### config.mk
export PLATFORM = sky130hd
export DESIGN_NAME = systolic_skew_feeder
export DESIGN_NICKNAME = d
export VERILOG_FILES = /design/src/rtl/systolic_skew_feeder_pkg.sv /design/src/rtl/systolic_skew_feeder_skew_lane_select.sv /design/src/rtl/systolic_skew_feeder.sv
export SDC_FILE = /design/constraint.sdc
export NUM_CORES = 1
export LEC_CHECK = 0
export BUFFER_PORTS_ARGS = -buffer_cell sky130_fd_sc_hd__buf_4
export CAP_MARGIN = 30
export CORE_MARGIN = 5
export CORE_UTILIZATION = 39
export DETAILED_ROUTE_END_ITERATION = 16
export SYNTH_ARGS = -nofsm -noshare
export SYNTH_HDL_FRONTEND = slang
export SYNTH_SLANG_ARGS = --single-unit
### constraint.sdc
create_clock -name clk -period 3.85 [get_ports clk]
set_input_delay 0.77 -clock clk [delete_from_list [all_inputs] [get_ports clk]]
set_output_delay 0.77 -clock clk [all_outputs]
set_load 0.05 [all_outputs]
### src/rtl/systolic_skew_feeder_pkg.sv
// Shared types and helpers for the systolic skew feeder and the array it feeds.
// The state set includes FeedClear, used only when SYSTOLIC_FEEDER_CLEAR_EN is defined.
package systolic_skew_feeder_pkg;

  localparam int unsigned DefaultArraySize = 4;
  localparam int unsigned DefaultDataWidth = 16;

  typedef enum logic [1:0] {
    FeedIdle   = 2'd0,
    FeedClear  = 2'd1,
    FeedStream = 2'd2,
    FeedDone   = 2'd3
  } feed_state_e;

  // Bit offset of element [row][col] in a row-major packed n x n matrix, element [0][0] in MSBs.
  function automatic int unsigned elem_offset(input int unsigned n, input int unsigned w,
                                              input int unsigned row, input int unsigned col);
    return (n * n - 1 - (row * n + col)) * w;
  endfunction

endpackage

### src/rtl/systolic_skew_feeder_skew_lane_select.sv
// Picks element [t - lane] of one latched row/column, or 0 outside the lane's active window.
module skew_lane_select #(
  parameter int unsigned N  = 4,
  parameter int unsigned W  = 16,
  parameter int unsigned TW = $clog2(3 * N)
) (
  input  logic [TW-1:0]  t,
  input  logic [TW-1:0]  lane,
  input  logic [N*W-1:0] vec,
  output logic [W-1:0]   elem
);

  logic [TW-1:0] k;

  always_comb begin
    elem = '0;
    k    = t - lane;
    // Guarding on t >= lane keeps the unsigned difference from wrapping into a valid index.
    if (t >= lane) begin
      for (int unsigned e = 0; e < N; e++) begin
        if (k == TW'(e)) elem = vec[(N-1-e)*W +: W];
      end
    end
  end

endmodule

### src/rtl/systolic_skew_feeder.sv
// Latches A/B on start and streams diagonally skewed operands into a systolic array.
// Defining SYSTOLIC_FEEDER_CLEAR_EN adds an array_clear pulse and a CLEAR state before STREAM.
module systolic_skew_feeder
  import systolic_skew_feeder_pkg::*;
#(
  parameter int unsigned ARRAY_SIZE = DefaultArraySize,
  parameter int unsigned DATA_WIDTH = DefaultDataWidth
) (
  input  logic                                         clk,
  input  logic                                         rst,
  input  logic                                         start,
  input  logic [ARRAY_SIZE*ARRAY_SIZE*DATA_WIDTH-1:0]  a_matrix,
  input  logic [ARRAY_SIZE*ARRAY_SIZE*DATA_WIDTH-1:0]  b_matrix,
  output logic                                         busy,
  output logic                                         done,
  output logic                                         accumulate_enable,
  output logic [ARRAY_SIZE*DATA_WIDTH-1:0]             west_inputs,
  output logic [ARRAY_SIZE*DATA_WIDTH-1:0]             north_inputs
`ifdef SYSTOLIC_FEEDER_CLEAR_EN
  ,
  output logic                                         array_clear
`endif
);

  localparam int unsigned N  = ARRAY_SIZE;
  localparam int unsigned W  = DATA_WIDTH;
  localparam int unsigned TW = $clog2(3 * N);
  localparam logic [TW-1:0] LastT = TW'(3 * N - 2);

  feed_state_e       state_q, state_d;
  logic [TW-1:0]     t_q, t_d;
  logic [N*N*W-1:0]  a_q, a_d, b_q, b_d;
  logic [N*W-1:0]    west_sel, north_sel, west_d, north_d;
  logic              busy_d, done_d, acc_d, stream_d;

  always_comb begin
    state_d = state_q;
    t_d     = t_q;
    a_d     = a_q;
    b_d     = b_q;
    unique case (state_q)
      FeedIdle: begin
        if (start) begin
          a_d = a_matrix;
          b_d = b_matrix;
          t_d = '0;
`ifdef SYSTOLIC_FEEDER_CLEAR_EN
          state_d = FeedClear;
`else
          state_d = FeedStream;
`endif
        end
      end
      FeedClear: state_d = FeedStream;
      FeedStream: begin
        if (t_q == LastT) state_d = FeedDone;
        else              t_d = t_q + 1'b1;
      end
      FeedDone: state_d = FeedIdle;
      default:  state_d = FeedIdle;
    endcase
  end

  // Lanes are computed from next-state values so the registered outputs line up with t.
  for (genvar i = 0; i < N; i++) begin : g_lane
    logic [N*W-1:0] col;
    logic [W-1:0]   west_elem, north_elem;

    for (genvar k = 0; k < N; k++) begin : g_col
      assign col[(N-1-k)*W +: W] = b_d[elem_offset(N, W, k, i) +: W];
    end

    skew_lane_select #(.N(N), .W(W), .TW(TW)) u_west (
      .t    (t_d),
      .lane (TW'(i)),
      .vec  (a_d[elem_offset(N, W, i, N - 1) +: N*W]),
      .elem (west_elem)
    );

    skew_lane_select #(.N(N), .W(W), .TW(TW)) u_north (
      .t    (t_d),
      .lane (TW'(i)),
      .vec  (col),
      .elem (north_elem)
    );

    assign west_sel[(N-1-i)*W +: W]  = west_elem;
    assign north_sel[(N-1-i)*W +: W] = north_elem;
  end

  always_comb begin
    stream_d = (state_d == FeedStream);
    busy_d   = stream_d || (state_d == FeedClear);
    done_d   = (state_d == FeedDone);
    acc_d    = stream_d;
    west_d   = stream_d ? west_sel : '0;
    north_d  = stream_d ? north_sel : '0;
  end

  always_ff @(posedge clk) begin
    if (!rst) begin
      state_q           <= FeedIdle;
      t_q               <= '0;
      a_q               <= '0;
      b_q               <= '0;
      busy              <= 1'b0;
      done              <= 1'b0;
      accumulate_enable <= 1'b0;
      west_inputs       <= '0;
      north_inputs      <= '0;
`ifdef SYSTOLIC_FEEDER_CLEAR_EN
      array_clear       <= 1'b0;
`endif
    end else begin
      state_q           <= state_d;
      t_q               <= t_d;
      a_q               <= a_d;
      b_q               <= b_d;
      busy              <= busy_d;
      done              <= done_d;
      accumulate_enable <= acc_d;
      west_inputs       <= west_d;
      north_inputs      <= north_d;
`ifdef SYSTOLIC_FEEDER_CLEAR_EN
      array_clear       <= (state_d == FeedClear);
`endif
    end
  end

endmodule

==> results of run 1 <==
## worst max-delay path: cells and delay by family (launching register included)
kind,cells,cell delay [ns]
AO/OA/AOI/OAI,5,1.04
multiplexers,1,0.35
flip-flops,1,0.37
adder cells (fa/ha/maj),2,0.44
AND/OR/NAND/NOR,2,1.05
buffers and inverters,2,0.31
## sequential cells by signal (all words and copies together), names as in the netlist
signal / cells
a_q: 256
b_q: 256
north_inputs: 64
west_inputs: 64
t_q: 4
state_q: 2
accumulate_enable: 1
busy: 1
done: 1
## cell usage in the layout (no fill, tap or decap), types with 3 or more instances in the layout
master	count
sky130_fd_sc_hd__ha_1	8
sky130_fd_sc_hd__or4_4	3
sky130_fd_sc_hd__nand2_1	681
sky130_fd_sc_hd__clkbuf_8	21
sky130_fd_sc_hd__a221oi_2	30
sky130_fd_sc_hd__diode_2	14
sky130_fd_sc_hd__xnor2_2	3
sky130_fd_sc_hd__and2_1	15
sky130_fd_sc_hd__o211ai_1	3
sky130_fd_sc_hd__a21o_1	34
sky130_fd_sc_hd__o21a_1	24
sky130_fd_sc_hd__bufinv_16	3
sky130_fd_sc_hd__clkinv_8	4
sky130_fd_sc_hd__nor2b_1	198
sky130_fd_sc_hd__nor2_1	57
sky130_fd_sc_hd__o22ai_1	7
sky130_fd_sc_hd__buf_4	694
sky130_fd_sc_hd__inv_1	6
sky130_fd_sc_hd__a21boi_0	311
sky130_fd_sc_hd__dfxtp_1	649
sky130_fd_sc_hd__mux2i_1	202
sky130_fd_sc_hd__buf_12	20
sky130_fd_sc_hd__o31ai_1	23
sky130_fd_sc_hd__o221ai_1	7
sky130_fd_sc_hd__nand3_1	67
sky130_fd_sc_hd__mux4_2	89
sky130_fd_sc_hd__o32a_1	32
sky130_fd_sc_hd__a2111oi_0	66
sky130_fd_sc_hd__clkbuf_16	77
sky130_fd_sc_hd__and3b_1	30
sky130_fd_sc_hd__clkbuf_1	26
sky130_fd_sc_hd__mux2_2	7
sky130_fd_sc_hd__a21oi_1	5
sky130_fd_sc_hd__o21ai_0	59
sky130_fd_sc_hd__a32o_1	26
sky130_fd_sc_hd__and3_1	4
sky130_fd_sc_hd__a221oi_1	8
## through the flow
stage | util (%) | instances | hold WS, ns
after floorplan | - | 2956 | 0.4400
after global routing | 50.71 | 4516 | 0.4089
after global placement | 47.18 | 4368 | 0.4467
final | 50.73 | 4520 | 0.4227
after detailed placement | 47.21 | 4369 | 0.4531
after CTS | 50.64 | 4504 | 0.3788
## per-layer routing
| layer | track usage (%) | vias to the layer above | routed length (um) |
|---|---|---|---|
| li1 | - | 11500 | - |
| met3 | 5.317 | 116 | 6516 |
| met2 | 38.43 | 657 | 46600 |
| met4 | 7.006 | 4 | 2262 |
| met1 | 31.30 | 11350 | 42320 |
| met5 | 0 | - | 26 |
## where the power goes
| group | total, uW | switching, uW | internal (uW) |
|---|---|---|---|
| clock network | 7200 | 2890 | 4300 |
| logic | 3110 | 1740 | 1370 |
| registers | 7270 | 138 | 7130 |
## worst max-delay path by stage
stage | slack (ns) | to
finish | 0.19 | west_inputs[40]
global placement | 0.17 | west_inputs[46]
detailed placement | 0.11 | west_inputs[46]
floorplan | 0.14 | north_inputs[34]
global route | 0.03 | north_inputs[32]
CTS | 0.11 | west_inputs[38]
## cell families (layout without fill, tap and decap cells)
logic type / after synthesis / after routing / synth area share (%)
other: 0 / 14 / 0
adders and majority gates: 9 / 9 / 0.3946
muxes: 300 / 300 / 14.52
xor gates and xnor gates: 4 / 4 / 0.1491
buffers and inverters: 270 / 859 / 4.060
AOI/OAI and AO/OA: 651 / 651 / 18.28
DFF: 649 / 649 / 45.53
and+or+nand+nor: 1073 / 1075 / 17.06
## timing repair
| action | CTS | global route |
|---|---|---|
| endpoints found under the setup margin | 0 | 31 |
| hold endpoints to repair | 0 | 0 |
| gates resized for setup | 0 | 5 |
## cell type report
type	count	area [um2]
inverters	9	36.28
diodes	14	35.03
clock inverters	11	183.9
repair buffers	715	5625
flip-flops and latches	649	12990
clock buffers	124	2313
fillers	6824	35830
multi-input cells	2039	14500
well taps	959	1200
==> results_dict.tcl, run 1 <==
set metrics [dict create \
    fmax_mhz 273.1 \
    r2r_end "west_inputs[40]" \
    syn_area_per_cell_um2 9.654 \
    inserted_clock_buffers 74 \
    htreeDepth 3 \
    grt_pass1_wl_um 145000 \
    timing.critical_path.arrival_ns 4.17 \
    cts.path.max_buffers 3 \
    drt_first_pass_iters 8 \
    num-nets-final 4012 \
    timing.critical_path.slowest_stage_cell "sky130_fd_sc_hd__or4_4" \
    skew_ns 0.02332 \
    crit_fanout 16 \
    setup-tns-final_ns 0 \
    whs_path_depth 3 \
    hpwl_um 67940 \
    grt_max_degree 235 \
    setup-violations-final 0 \
    finalWeightedCongestion 0.8427 \
    yosysUniqueCellTypes 63 \
    synthMostInstantiatedCell "sky130_fd_sc_hd__nand2_1" \
    grt_pass1_vias 23380 \
    global_route.usage.total_pct 23.50 \
    worstPathCellList "inv_1, ha_1, a21oi_1, mux2_4, a22o_2, inv_4, ha_2, or3b_1, o2111a_2, or4_4, o32a_1, a221oi_2" \
    final-max-slew-violation-count 0 \
    synth_top_area_share_pct 45.53 \
    unrepaired_setup_endpoints_after_global_routing "false" \
    final.period_utilization_pct 95.10 \
    critical-path-max-stage-delay_ns 0.70 \
    synth_flop_cell "sky130_fd_sc_hd__dfxtp_1" \
    yosys_warnings 0 \
    routedWlPerCell_um 21.62 \
    pwr_density_cell_nw_per_um2 476.4 \
    share_of_cells_above_drive_strength_1_pct 27.60 \
    finalWorstPathRequiredPeriod_ns 3.661 \
    worstSetupPathType "register to register" \
    clk-insertion-delay-late_ns 0.61 \
    aggregate_global_routing_overflow 0 \
    worst_slew_pin_slew_ns 1.194 \
    max_cap_viol_count 0 \
    kind_of_end_point_of_the_critical_path "register" \
    clk_pin_slew_ns 0.06 \
    synth_cells 2956 \
    initial_core_util_pct 39.25 \
    synth_top_cells_by_count "sky130_fd_sc_hd__nand2_1, sky130_fd_sc_hd__dfxtp_1, sky130_fd_sc_hd__a21boi_0" \
    synth.cell_area_um2 28540 \
    power.static_leakage_uw 0.01471 \
    synth.ff_latch_count 649 \
    routed_wl_um 97720 \
    worst_r2r_path_depth 12 \
    startpoint "t_q[0]" \
    postCtsHoldBufs 0 \
    hold_path_end "a_q[229]" \
    width_of_the_die_um 280.5 \
    synth_edf_count 0 \
    async_flop_share_pct 0 \
    outcome "completed" \
    post_cts.repair.setup_buffers 0 \
    die_height_um 280.5 \
    clock-sinks 649 \
    mappedNetlistNets 3480 \
    drc_errors 0 \
    fin_total_pwr_uw 17570 \
    ir_drop_mv 0.2913 \
    antenna_violations_before_repair 16 \
    maxSlewHeadroom_pct 20.39 \
    final_hold_viol_count 0 \
    final_antenna_net_count 0 \
    area_growth_pct 29.26 \
    cp_data_required_time_ns 4.36 \
    detailedRoute.firstIterationViolations 1515 \
    dieArea_um2 78680 \
    viasPerCell 5.225 \
    yosys-top-cells-area "sky130_fd_sc_hd__dfxtp_1, sky130_fd_sc_hd__nand2_1, sky130_fd_sc_hd__a21boi_0" \
    final_critical_path_setup_slack_ns 0.1888 \
    crit_path_start_kind "register" \
    dp_worst_setup_slack_ns 0.1133 \
    ff2ff_setup_slack_ns 0.19 \
    ys_seq_area_share_pct 45.53 \
    clock_tree_from_tritoncts "yes" \
    rows 99 \
    ctsRootBufferMaster "sky130_fd_sc_hd__clkbuf_16" \
    core_area_um2 72710 \
    place_area_um2 34320 \
    num_vias 23620 \
    worstHoldPathType "input pin to register" \
    final_design_area_no_fill_um2 36890 \
    io_buffers 645 \
    worst_r2r_startpoint "t_q[0]" \
    ioPinCount 646 \
    start_point_of_the_worst_min_delay_path "a_matrix[229]" \
    yosysTopAreaCell "sky130_fd_sc_hd__dfxtp_1" \
]
(Power assumes the default switching activity.)
==> run 2, diff against run 1 <==
Settings changed: RECOVER_POWER set to 50.
Clock period 3.85 ns to 3 ns, I/O delays scaled along.
==> run 2 against run 1 <==
The flow now finishes with violations (setup timing); sequential power rose by 28%; cell count grew 0.73%; clock-buffer cell count is 20 lower; via count rose by 0.16%; final area grew 1.6%; largest cell class unchanged; critical path depth up 1; worst setup slack worse by 0.21 ns; global-route usage down 0.17 points; clock power up 25%; die area stayed put; combinational power up 33%; non-clock buffer count increased by 46; critical endpoint is now north_inputs[45].
==> results_dict.tcl, run 2 (same netlist as run 1, synthesis figures left out) <==
set metrics [dict create \
    antenna_violations_before_repair 18 \
    power.static_leakage_uw 0.01503 \
    crit_path_start_kind "register" \
    worstSetupPathType "register to register" \
    final_critical_path_setup_slack_ns -0.02292 \
    finalWeightedCongestion 0.8322 \
    aggregate_global_routing_overflow 0 \
    global_route.usage.total_pct 23.33 \
    grt_max_degree 237 \
    kind_of_end_point_of_the_critical_path "register" \
    post-place-cells 4411 \
    pwr_density_cell_nw_per_um2 600.3 \
    htreeDepth 3 \
    final-max-slew-violation-count 0 \
    width_of_the_die_um 280.5 \
    routedWlPerCell_um 21.34 \
    num_vias 23660 \
    ioPinCount 646 \
    final_antenna_net_count 0 \
    ir_drop_mv 0.3719 \
    layout_commonest_cell "sky130_fd_sc_hd__buf_4" \
    ctsRootBufferMaster "sky130_fd_sc_hd__clkbuf_16" \
    clock-sinks 649 \
    drt_first_pass_iters 5 \
    startpoint "t_q[0]" \
    timing.critical_path.arrival_ns 3.55 \
    initial_core_util_pct 39.25 \
    detailedRoute.firstIterationViolations 1577 \
    layout_common_cells "sky130_fd_sc_hd__buf_4, sky130_fd_sc_hd__nand2_1, sky130_fd_sc_hd__dfxtp_1, sky130_fd_sc_hd__a21boi_0, sky130_fd_sc_hd__mux2i_1" \
    maxSlewHeadroom_pct 24.11 \
    skew_ns 0.02504 \
    clk_pin_slew_ns 0.06 \
    final_hold_viol_count 0 \
    crit_fanout 16 \
    io_buffers 645 \
    drc_errors 0 \
    area_growth_pct 31.34 \
    start_point_of_the_worst_min_delay_path "b_matrix[184]" \
    final.period_utilization_pct 100.8 \
    worstHoldPathType "input pin to register" \
    clk-insertion-delay-late_ns 0.62 \
    inserted_clock_buffers 73 \
    viasPerCell 5.196 \
    setup-violations-final 2 \
    clock_tree_from_tritoncts "yes" \
    worst_r2r_startpoint "t_q[0]" \
    core_area_um2 72710 \
    grt_pass1_wl_um 143600 \
    final_cells 4553 \
    hpwl_um 68020 \
    die_height_um 280.5 \
    cp_data_required_time_ns 3.53 \
    violations "setup timing" \
    finalWorstPathRequiredPeriod_ns 3.023 \
    share_of_cells_above_drive_strength_1_pct 29.07 \
    num-nets-final 4055 \
    postCtsHoldBufs 0 \
    biggestRegsByFlops "a_q: 256 flops, b_q: 256 flops" \
    fmax_mhz 330.8 \
    dieArea_um2 78680 \
    place_area_um2 34910 \
    outcome "finished with violations" \
    unrepaired_setup_endpoints_after_global_routing "true" \
    rows 99 \
    grt_pass1_vias 23370 \
    final_design_area_no_fill_um2 37480 \
    max_cap_viol_count 0 \
    cts.path.max_buffers 3 \
    worst_slew_pin_slew_ns 1.138 \
    routed_wl_um 97150 \
]
run 2: routing by layer:
| metal | share of wire (%) | GRT usage [%] | wire (um) |
|---|---|---|---|
| met3 | 6.8 | 5.833 | 6649 |
| met4 | 2.8 | 7.684 | 2764 |
| met5 | 0.077 | 0 | 75 |
| met1 | 43 | 30.79 | 41720 |
| met2 | 47 | 37.70 | 45940 |
run 2: final timing paths:
path | end | slack (ns) | depth (start not counted)
setup / recovery | north_inputs[45] | -0.02 | 13
hold reg to reg | a_q[232] | 0.46 | 2
hold / removal | b_q[184] | 0.25 | 3
setup reg to reg | north_inputs[45] | -0.02 | 13
run 2: what timing repair did:
item,4_1_cts,5_1_grt
pin swaps,0,1
buffers inserted,0,2
cloned,0,2
resized for setup,3,14
endpoints found under the setup margin,21,89
run 2: layout make-up:
class / instances / area [um2]
multi-input combinational: 2037 / 14560
antenna: 13 / 32.53
clock inverter: 21 / 261.5
clock buffer: 104 / 2147
sequential: 649 / 13000
inverter: 9 / 36.28
timing repair buffer: 761 / 6247
tap: 959 / 1200
fill: 6819 / 35230
run 2: per-stage QoR:
stage	power [uW]	setup TNS (ns)	utilization, %	setup WS [ns]	hold slack, ns
floorplan	11960	-7.710	-	-0.2222	0.4400
global placement	13650	0	48.01	0.01022	0.4489
detailed placement	13670	-0.4472	48.01	-0.05481	0.4556
CTS	22750	-0.03420	51.35	-0.02403	0.2001
global route	23460	-3.418	51.54	-0.1326	0.2151
finish	22500	-0.02411	51.55	-0.02292	0.2473
run 2: report_power, final:
part	internal [uW]	switching [uW]
clock network	5340	3690
registers	9150	176
logic	1890	2260
run 2: critical path: stages (launching register included):
cell and delay (ns):
sky130_fd_sc_hd__dfxtp_2 0.33, sky130_fd_sc_hd__inv_2 0.07, sky130_fd_sc_hd__ha_4 0.14, sky130_fd_sc_hd__a21oi_2 0.05
sky130_fd_sc_hd__mux2_4 0.28, sky130_fd_sc_hd__a22o_4 0.25, sky130_fd_sc_hd__inv_4 0.06, sky130_fd_sc_hd__ha_4 0.13
sky130_fd_sc_hd__or3b_1 0.34, sky130_fd_sc_hd__o2111a_2 0.15, sky130_fd_sc_hd__or4_4 0.51, sky130_fd_sc_hd__clkbuf_16 0.23
sky130_fd_sc_hd__o32a_1 0.19, sky130_fd_sc_hd__a221oi_2 0.22
